[src/rtl/jc_arb_pkg.sv]
// Shared constants and Johnson-code helpers for the slot arbiter.
package jc_arb_pkg;

    localparam int unsigned JC_W_DEF   = 4;
    localparam int unsigned NREQ_DEF   = 4;
    localparam int unsigned NSLOT_DEF  = 2 * JC_W_DEF;
    localparam int unsigned SLOT_W_DEF = $clog2(NSLOT_DEF);
    localparam int unsigned ID_W_DEF   = $clog2(NREQ_DEF);

    // Number of set bits among the low w bits of js.
    function automatic int unsigned js_popcount(input logic [31:0] js, input int unsigned w);
        int unsigned pc;
        pc = 0;
        for (int unsigned i = 0; i < 32; i++) begin
            if (i < w && js[5'(i)]) pc++;
        end
        return pc;
    endfunction

    // Slot number of a Johnson code: rising half counts ones, falling half counts down from 2w.
    function automatic int unsigned js_to_slot(input logic [31:0] js, input int unsigned w);
        int unsigned pc;
        pc = js_popcount(js, w);
        return js[5'(w - 1)] ? (2 * w - pc) : pc;
    endfunction

    // A w-bit Johnson code has at most one 0/1 boundary between adjacent bits.
    function automatic logic js_legal(input logic [31:0] js, input int unsigned w);
        int unsigned tr;
        tr = 0;
        for (int unsigned i = 0; i < 31; i++) begin
            if ((i + 1) < w && (js[5'(i)] != js[5'(i + 1)])) tr++;
        end
        return (tr <= 1);
    endfunction

endpackage

[src/rtl/jc_slot_arbiter_seq.sv]
// Johnson slot sequencer with illegal-state recovery and sticky error flag.
module jc_seq
    import jc_arb_pkg::*;
#(
    parameter int unsigned JC_W = JC_W_DEF
) (
    input  logic            clk,
    input  logic            rst,
    input  logic            en,
    output logic [JC_W-1:0] js,
    output logic            js_err
);

    logic [JC_W-1:0] js_q;
    logic [JC_W-1:0] js_d;
    logic            js_err_q;
    logic            js_err_d;
    logic            legal_c;

    // Next Johnson state; an illegal code snaps back to zero regardless of en.
    always_comb begin
        legal_c  = js_legal(32'(js_q), JC_W);
        js_d     = js_q;
        js_err_d = js_err_q;
        if (!legal_c) begin
            js_d     = '0;
            js_err_d = 1'b1;
        end else if (en) begin
            js_d = {js_q[JC_W-2:0], ~js_q[JC_W-1]};
        end
    end

    // State and sticky error registers.
    always_ff @(posedge clk or posedge rst) begin
        if (rst) begin
            js_q     <= '0;
            js_err_q <= 1'b0;
        end else begin
            js_q     <= js_d;
            js_err_q <= js_err_d;
        end
    end

    assign js     = js_q;
    assign js_err = js_err_q;

endmodule

[src/rtl/jc_slot_arbiter.sv]
// Time-division arbiter: Johnson-sequenced slots, programmable owner table,
// optional round-robin reuse of slots whose owner is idle.
module jc_slot_arbiter
    import jc_arb_pkg::*;
#(
    parameter int unsigned JC_W      = JC_W_DEF,
    parameter int unsigned NREQ      = NREQ_DEF,
    parameter bit          WORK_CONS = 1'b1,
    localparam int unsigned NSLOT    = 2 * JC_W,
    localparam int unsigned SLOT_W   = $clog2(NSLOT),
    localparam int unsigned ID_W     = $clog2(NREQ)
) (
    input  logic              clk,
    input  logic              rst,
    input  logic              en,
    input  logic [NREQ-1:0]   req,
    output logic [NREQ-1:0]   gnt,
    output logic              gnt_vld,
    output logic [ID_W-1:0]   gnt_id,
    output logic [SLOT_W-1:0] gnt_slot,
    output logic [JC_W-1:0]   js,
    output logic [SLOT_W-1:0] slot_idx,
    input  logic              cfg_we,
    input  logic [SLOT_W-1:0] cfg_slot,
    input  logic [ID_W-1:0]   cfg_owner,
    output logic              cfg_err,
    output logic              js_err
);

    logic [ID_W-1:0]   owner_q [NSLOT];
    logic [ID_W-1:0]   owner_d [NSLOT];
    logic [NREQ-1:0]   gnt_q;
    logic [NREQ-1:0]   gnt_d;
    logic              gnt_vld_q;
    logic [ID_W-1:0]   gnt_id_q;
    logic [ID_W-1:0]   gnt_id_d;
    logic [SLOT_W-1:0] gnt_slot_q;
    logic              cfg_err_q;
    logic              cfg_err_d;
    logic [ID_W-1:0]   owner_c;
    logic [ID_W-1:0]   idx_c;
    logic              found_c;
    logic              owner_ok_c;
    logic              slot_ok_c;
    logic              cfg_ok_c;

    jc_seq #(
        .JC_W (JC_W)
    ) u_seq (
        .clk    (clk),
        .rst    (rst),
        .en     (en),
        .js     (js),
        .js_err (js_err)
    );

    assign slot_idx = SLOT_W'(js_to_slot(32'(js), JC_W));

    // Range checks only exist when the field can encode out-of-range values.
    if (NREQ == (1 << ID_W)) begin : g_own_full
        assign owner_ok_c = 1'b1;
    end else begin : g_own_chk
        assign owner_ok_c = (32'(cfg_owner) < NREQ);
    end

    if (NSLOT == (1 << SLOT_W)) begin : g_slot_full
        assign slot_ok_c = 1'b1;
    end else begin : g_slot_chk
        assign slot_ok_c = (32'(cfg_slot) < NSLOT);
    end

    assign cfg_ok_c = owner_ok_c && slot_ok_c;

    // Arbitration: slot owner first, then optional round-robin scan after the owner.
    always_comb begin
        owner_c  = (32'(slot_idx) < NSLOT) ? owner_q[slot_idx] : '0;
        gnt_d    = '0;
        gnt_id_d = '0;
        idx_c    = '0;
        found_c  = 1'b0;
        if (en) begin
            if (req[owner_c]) begin
                found_c  = 1'b1;
                gnt_id_d = owner_c;
            end else if (WORK_CONS) begin
                for (int unsigned k = 1; k < NREQ; k++) begin
                    idx_c = ID_W'((32'(owner_c) + k) % NREQ);
                    if (!found_c && req[idx_c]) begin
                        found_c  = 1'b1;
                        gnt_id_d = idx_c;
                    end
                end
            end
        end
        if (found_c) gnt_d[gnt_id_d] = 1'b1;
    end

    // Slot-table update; a write to the live slot lands after this edge's arbitration.
    always_comb begin
        owner_d   = owner_q;
        cfg_err_d = cfg_we && !cfg_ok_c;
        if (cfg_we && cfg_ok_c) owner_d[cfg_slot] = cfg_owner;
    end

    // Grant, config-error and owner-table registers.
    always_ff @(posedge clk or posedge rst) begin
        if (rst) begin
            gnt_q      <= '0;
            gnt_vld_q  <= 1'b0;
            gnt_id_q   <= '0;
            gnt_slot_q <= '0;
            cfg_err_q  <= 1'b0;
            for (int unsigned s = 0; s < NSLOT; s++) begin
                owner_q[SLOT_W'(s)] <= ID_W'(s % NREQ);
            end
        end else begin
            gnt_q     <= gnt_d;
            gnt_vld_q <= found_c;
            gnt_id_q  <= gnt_id_d;
            if (en) gnt_slot_q <= slot_idx;
            cfg_err_q <= cfg_err_d;
            owner_q   <= owner_d;
        end
    end

    assign gnt      = gnt_q;
    assign gnt_vld  = gnt_vld_q;
    assign gnt_id   = gnt_id_q;
    assign gnt_slot = gnt_slot_q;
    assign cfg_err  = cfg_err_q;

endmodule

[config.mk]
export PLATFORM = sky130hd
export DESIGN_NAME = jc_slot_arbiter
export DESIGN_NICKNAME = d
export VERILOG_FILES = /design/src/rtl/jc_arb_pkg.sv /design/src/rtl/jc_slot_arbiter_seq.sv /design/src/rtl/jc_slot_arbiter.sv
export SDC_FILE = /design/constraint.sdc
export NUM_CORES = 1
export LEC_CHECK = 0
export ABC_AREA = 0
export CORE_MARGIN = 3
export CORE_UTILIZATION = 51
export CTS_BUF_LIST = sky130_fd_sc_hd__clkbuf_16
export DETAILED_ROUTE_END_ITERATION = 16
export GPL_ROUTABILITY_DRIVEN = 0
export GPL_TIMING_DRIVEN = 0
export PLACE_DENSITY = 0.89
export SLEW_MARGIN = 40
export SYNTH_ARGS = -nofsm -noshare
export SYNTH_HDL_FRONTEND = slang
export SYNTH_SLANG_ARGS = --single-unit
[constraint.sdc]
create_clock -name clk -period 4.9 [get_ports clk]
set_input_delay 0.98 -clock clk [delete_from_list [all_inputs] [get_ports clk]]
set_output_delay 0.98 -clock clk [all_outputs]
set_load 0.005 [all_outputs]
==> impl_results.md, run 1 <==
- Starting Density: roughly 55%
- Worst rel slew slack: 46.5%
- Routed vias/inst: between 5 and 6
- CP most frequent cell: ha_1
- Max_cap viols: 0
- TritonCTS clock tree: done
- Fin crit share: 85.3%
- Syn Std Cell Area: 1710 µm²
- CTS buffer count: 5
- Port buffer count: 30
- Number of global-route vias before repair: 1338
- # IOs: 32
- Cell leakage power: between 0.0009 and 0.001 µW
- Initial antenna violation count: 0
- Worst Tran Pin Value: 792 ps
- Commonest cells after routing, fill and taps aside: clkdlybuf4s50_1 (30), dfrtp_1 (23), mux2_2 (20)
- Global Route Usage Sum: 19.6%
- Die Ht: 63.9 µm
- Number of synthesized register bits: 31
- Asr flop ratio synth: 100%
- Mean routed wirelength per cell: 15.5 µm
- Global-route wire length before repair: a little over 6000 µm
- Post-CTS Hold Buffers: 0
- Cell taking the most area after synthesis: dfrtp_1
- Tmin final: 4180 ps
- Clock latency on the worst-skew pair: about 270 ps
- Mean Syn Cell Area: about 12 µm²
- Hold EP: u_seq.js_err
- Top cell type's share of synthesized area: 33.7%
- Core Area: 3130 µm²
- Cts repair resizes: 0
- Status: complete, no violations
- GRT Residual Overflow: 0
- Pwr dens: 715 nW/µm²
- EDFF count, synth: 0
- CTS Buffer Depth: 2
- Post CTS Setup Buffer Count: 0
- Vias: 1269
- Top cells by area, synth: dfrtp_1 (34%), mux2_2 (13%), dfstp_2 (12%), mux2i_1 (8.8%), ha_1 (2.9%)
- Fmax: ~240 MHz
- Largest net degree at the start of global routing: 32
- Root Driver: clkbuf_16
- WS Path Type: flop to primary output
- Layout Nets: 198
- Sequential cell area fraction in the yosys report: between 40% and 50%
- Yosys warns: 0
- Routed Antenna Nets: 0
- Final setup violation count: 0
- Final max-slew violation count: 0
- DP HPWL: about 2600 µm
- Clk sink count: 31
- Worst-path cell chain: inv_1 > ha_1 > nor2b_1 > or2_2 > ha_1 > mux2i_1 > ha_1 > xnor2_1 > nand2_1 > xor2_2 > clkdlybuf4s50_1
- Hold wc startpoint: u_seq.js_err
- Bufs and invs on worst path: 2
- Hold Crit Depth: 1
- Final WL: 3490 µm
- Syn nets: 161
- CP Data Required Time: 3920 ps
- Pre-antenna DRT Iters: 6
- Crit Path Max Fanout: 10
- Reg2Reg Launch Point: u_seq.js[1]
- ANT cells: 0
- Max stage delay cell, worst path: clkdlybuf4s50_1
- Max incr delay on CP: 580 ps
- Critical path capture point type: primary output
- Worst-path clk slew: 50 ps
- Cells after Synth: 144
- Site Rows: 20
- Final Hold Viols: 0
- Remaining DRCs: 0
- Total die area: 4080 µm²
- Area Overhead vs Synth: 28.5%
- CP startpoint kind: flop
- Share of cells above drive strength 1: 23.8%
- Setup TNS: 0 ps
- Post-Place Cells: 218
- Worst path top cell family by delay: buffers and inverters
- Distinct cell type count after synthesis: 45
- Worst R2R End: gnt[3]
- H-tree levels: 2
- Final std cells w/o fill: 225
- Reg2Reg Setup Slack: 1020 ps
- Die W: 63.9 µm
- R2r worst-path depth: 14
- Critical Path AT: ~3200 ps
- Max IR drop VDD: about 340 µV
- Hold/Removal Path Class: flop to flop
- Final setup skew: 1.60 ps
- Filler instances: roughly 240
- Ys flop type: dfrtp_1
- DR iter-0 viols: 100
- Commonest non-fill, non-tap cell in the layout: clkdlybuf4s50_1
- RSZ-0062 raised after global routing: false
-- per-stage QoR --
step | area, µm² | power, µW | util, % | hold slack, ps | worst slack (ps)
floorplan | 1710 | 1020 | - | 465 | 1380
global placement | 2070 | 1240 | 66.0 | 450 | 1090
detailed placement | 2070 | 1290 | 66.0 | 454 | 998
CTS | 2200 | 1580 | 70.3 | 466 | 711
global route | 2200 | 1680 | 70.3 | 505 | 505
finish | 2200 | 1570 | 70.3 | 462 | 722
-- routing by layer --
metal / vias to the layer above / track usage, % / part of all wire (%)
met2: 51 / 35.4 / 53
met5: - / 0 / 0
met3: 7 / 6.33 / 5.8
met1: 621 / 20.5 / 39
li1: 590 / - / -
met4: 0 / 8.63 / 1.8
-- worst max path at each step --
| stage | from | depth (start not counted) | end |
|---|---|---|---|
| finish | u_seq.js[1] | 11 | slot_idx[2] |
| global route | u_seq.js[1] | 11 | slot_idx[2] |
| CTS | u_seq.js[1] | 10 | slot_idx[2] |
| detailed placement | u_seq.js[1] | 10 | slot_idx[2] |
| global placement | u_seq.js[1] | 10 | slot_idx[2] |
| floorplan | u_seq.js[1] | 13 | gnt[3] |
-- flip-flops by register name, summed over array words and instances, names as in the netlist --
register and count:
gnt_vld 1, gnt_slot 3, gnt 4, owner_q 16, u_seq.js 4, u_seq.js_err 1, gnt_id 2
-- power breakdown --
part | switching (µW) | leakage, µW | internal [µW]
Sequential | 44.1 | 0.000370 | 338
Clock | 98.2 | 0.0000723 | 181
Combinational | 424 | 0.000523 | 487
-- final cells by class --
cell class                 count  area, µm²  share of cell area [%]
buffer                         5       38.8                    1.76
timing repair buffer          30        300                    13.7
multi-input combinational     98        848                    38.6
clock inverter                 2       7.51                   0.341
tap                           44       55.1                    2.50
clock buffer                   5        125                    5.69
sequential                    31        786                    35.7
inverter                      10       37.5                    1.71
-- kinds of logic (layout without fill, tap and decap cells) --
family                     Yosys count  count (layout)  synth area share, %
AOI/OAI and AO/OA                   24              24                 10.5
DFF                                 31              31                 45.9
other                                1               1                0.219
buffers and inverters               15              52                 4.46
muxes                               36              36                 22.6
adders and majority gates            4               4                 2.93
and+or+nand+nor                     29              29                 10.1
xor gates and xnor gates             4               4                 3.29
-- cell usage after synthesis (3+ instances only) --
master	instances
dfrtp_1	23
mux2_2	20
mux2i_1	15
inv_1	10
dfstp_2	8
o21ai_0	6
nand2_1	5
nor2_1	5
a21oi_1	4
ha_1	4
nand4b_1	3
Power figures use the tool's default switching activity.
==> run 2, diff against run 1 <==
--- a/config.mk
+++ b/config.mk
@@ -13,7 +13,6 @@
 export GPL_ROUTABILITY_DRIVEN = 0
 export GPL_TIMING_DRIVEN = 0
 export PLACE_DENSITY = 0.89
-export SLEW_MARGIN = 40
 export SYNTH_ARGS = -nofsm -noshare
 export SYNTH_HDL_FRONTEND = slang
 export SYNTH_SLANG_ARGS = --single-unit
==> impl_results.md, run 2 (synthesis gave the netlist of run 1 again) <==
- Die W: 63.9 µm (unchanged)
- Initial antenna violation count: 0 (unchanged)
- Final WL: 3490 µm (+0.11%)
- CP startpoint kind: flop
- Max IR drop VDD: 340 µV (about the same)
- Fmax: 239 MHz (unchanged)
- Worst R2R End: gnt[3]
- # IOs: 32 (unchanged)
- Post-layout util: 70.3% (unchanged)
- CP Data Required Time: 3920 ps (about the same)
- CTS buffer count: 5 (unchanged)
- Reg2Reg Launch Point: u_seq.js[1]
- Hold Crit Depth: 1 (unchanged)
- Tmin final: 4180 ps (unchanged)
- Die Ht: 63.9 µm (unchanged)
- Total die area: 4080 µm² (unchanged)
- Reg2Reg Setup Slack: 1020 ps (about the same)
- Largest net degree at the start of global routing: 32 (unchanged)
- Worst Tran Pin Value: 1130 ps (+339 ps)
- Final setup violation count: 0 (unchanged)
- Routed Antenna Nets: 0 (unchanged)
- RSZ-0062 raised after global routing: false
- Final max-slew violation count: 0 (unchanged)
- R2r worst-path depth: 14 (unchanged)
- Global-route wire length before repair: 6040 µm (-0.23%)
- Status: complete, no violations
- Crit Path Max Fanout: 10 (unchanged)
- Root Driver: clkbuf_16
- Pre-antenna DRT Iters: 4 (-2)
- Global Route Usage Sum: 19.5% (-0.037 points)
- Layout Nets: 198 (unchanged)
- Setup TNS: 0 ps (unchanged)
- Port buffer count: 30 (unchanged)
- Commonest non-fill, non-tap cell in the layout: clkdlybuf4s50_1
- Starting Density: 54.7% (unchanged)
- WS Path Type: flop to primary output
- Critical path capture point type: primary output
- Share of cells above drive strength 1: 23.2% (-0.55 points)
- Worst-path clk slew: 50 ps (about the same)
- Cts repair resizes: 0 (unchanged)
- Seq. cell area: 786 µm² (unchanged)
- Commonest cells after routing, fill and taps aside: clkdlybuf4s50_1 (30), dfrtp_1 (23), mux2_2 (20)
- Number of global-route vias before repair: 1335 (-0.22%)
- DR iter-0 viols: 100 (unchanged)
- Largest Register: owner_q
- Max FFs per register: 16 (unchanged)
- Worst rel slew slack: 24.5% (-22 points)
- Pwr dens: 715 nW/µm² (about the same)
- Fin crit share: 85.3% (unchanged)
- Clk sink count: 31 (unchanged)
- Max_cap viols: 0 (unchanged)
- Post-CTS Hold Buffers: 0 (unchanged)
- Final setup skew: 1.62 ps (+0.0175 ps)
- Mean routed wirelength per cell: 15.5 µm (+0.11%)
- Vias: 1263 (-0.47%)
- Routed vias/inst: 5.61 (-0.47%)
- Clock latency on the worst-skew pair: 270 ps (about the same)
- Filler instances: 235 (unchanged)
- Core Area: 3130 µm² (unchanged)
- Final Hold Viols: 0 (unchanged)
- Post CTS Setup Buffer Count: 0 (unchanged)
- ANT cells: 0 (unchanged)
- Hold EP: u_seq.js_err
- Area Overhead vs Synth: 28.5% (unchanged)
- GRT Residual Overflow: 0 (unchanged)
- CTS Buffer Depth: 2 (unchanged)
- Hold/Removal Path Class: flop to flop
- Multi-input gate area: 848 µm² (unchanged)
- Remaining DRCs: 0 (unchanged)
- Site Rows: 20 (unchanged)
- H-tree levels: 2 (unchanged)
- Hold wc startpoint: u_seq.js_err
- DP HPWL: 2580 µm (about the same)
- Cell leakage power: 0.000966 µW (+0.11%)
- Critical Path AT: 3200 ps (about the same)
- TritonCTS clock tree: done
==> run 2: cell types whose count changed in the layout (fill, tap and decap cells not counted) <==
cell   before  now
inv_2       1    0
inv_1      11   12
==> run 2: worst max path at each step <==
stage / from / end / depth (start not counted)
finish: u_seq.js[1] / slot_idx[2] / 11
global route: u_seq.js[1] / slot_idx[2] / 11
CTS: u_seq.js[1] / slot_idx[2] / 10
detailed placement: u_seq.js[1] / slot_idx[2] / 10
global placement: u_seq.js[1] / slot_idx[2] / 10
floorplan: u_seq.js[1] / gnt[3] / 13
==> run 2: report_power, final <==
| part | total (µW) | internal (µW) | switching (µW) |
|---|---|---|---|
| clock network | 279 | 181 | 98.3 |
| registers | 382 | 338 | 44.1 |
| logic | 912 | 487 | 425 |
==> run 2: worst max-delay path: stages, from the launching register on <==
cell             delay [ps]
dfrtp_1                 500
inv_1                   100
ha_1                    190
nor2b_1                 250
or2_2                   190
ha_1                    220
mux2i_1                 140
ha_1                    180
xnor2_1                 110
nand2_1                 100
xor2_2                  360
clkdlybuf4s50_1         580
==> run 2: layout make-up <==
| cell class | instances | share of cell area, % |
|---|---|---|
| Buffer | 5 | 1.76 |
| Multi-Input combinational cell | 98 | 38.6 |
| Sequential cell | 31 | 35.7 |
| Inverter | 10 | 1.71 |
| Tap cell | 44 | 2.50 |
| Timing Repair Buffer | 30 | 13.7 |
| Clock buffer | 5 | 5.69 |
| Clock inverter | 2 | 0.341 |
==> run 2: per-layer routing <==
layer / vias up / global-route usage, % / share of wire (%) / wire length (µm)
li1: 590 / - / - / -
met2: 49 / 35.4 / 53 / 1860
met4: 0 / 8.63 / 1.8 / 62
met1: 617 / 20.4 / 39 / 1380
met3: 7 / 6.33 / 5.6 / 197
met5: - / 0 / 0 / 0
==> run 2: stage by stage <==
stage / instances / power (µW) / instance area (µm²) / hold WS, ps / setup slack, ps
final: 225 / 1570 / 2200 / 462 / 722
after global routing: 225 / 1680 / 2200 / 505 / 505
after CTS: 225 / 1580 / 2200 / 466 / 711
after detailed placement: 218 / 1290 / 2070 / 454 / 998
after global placement: 218 / 1240 / 2070 / 450 / 1090
after floorplan: 144 / 1020 / 1710 / 465 / 1380
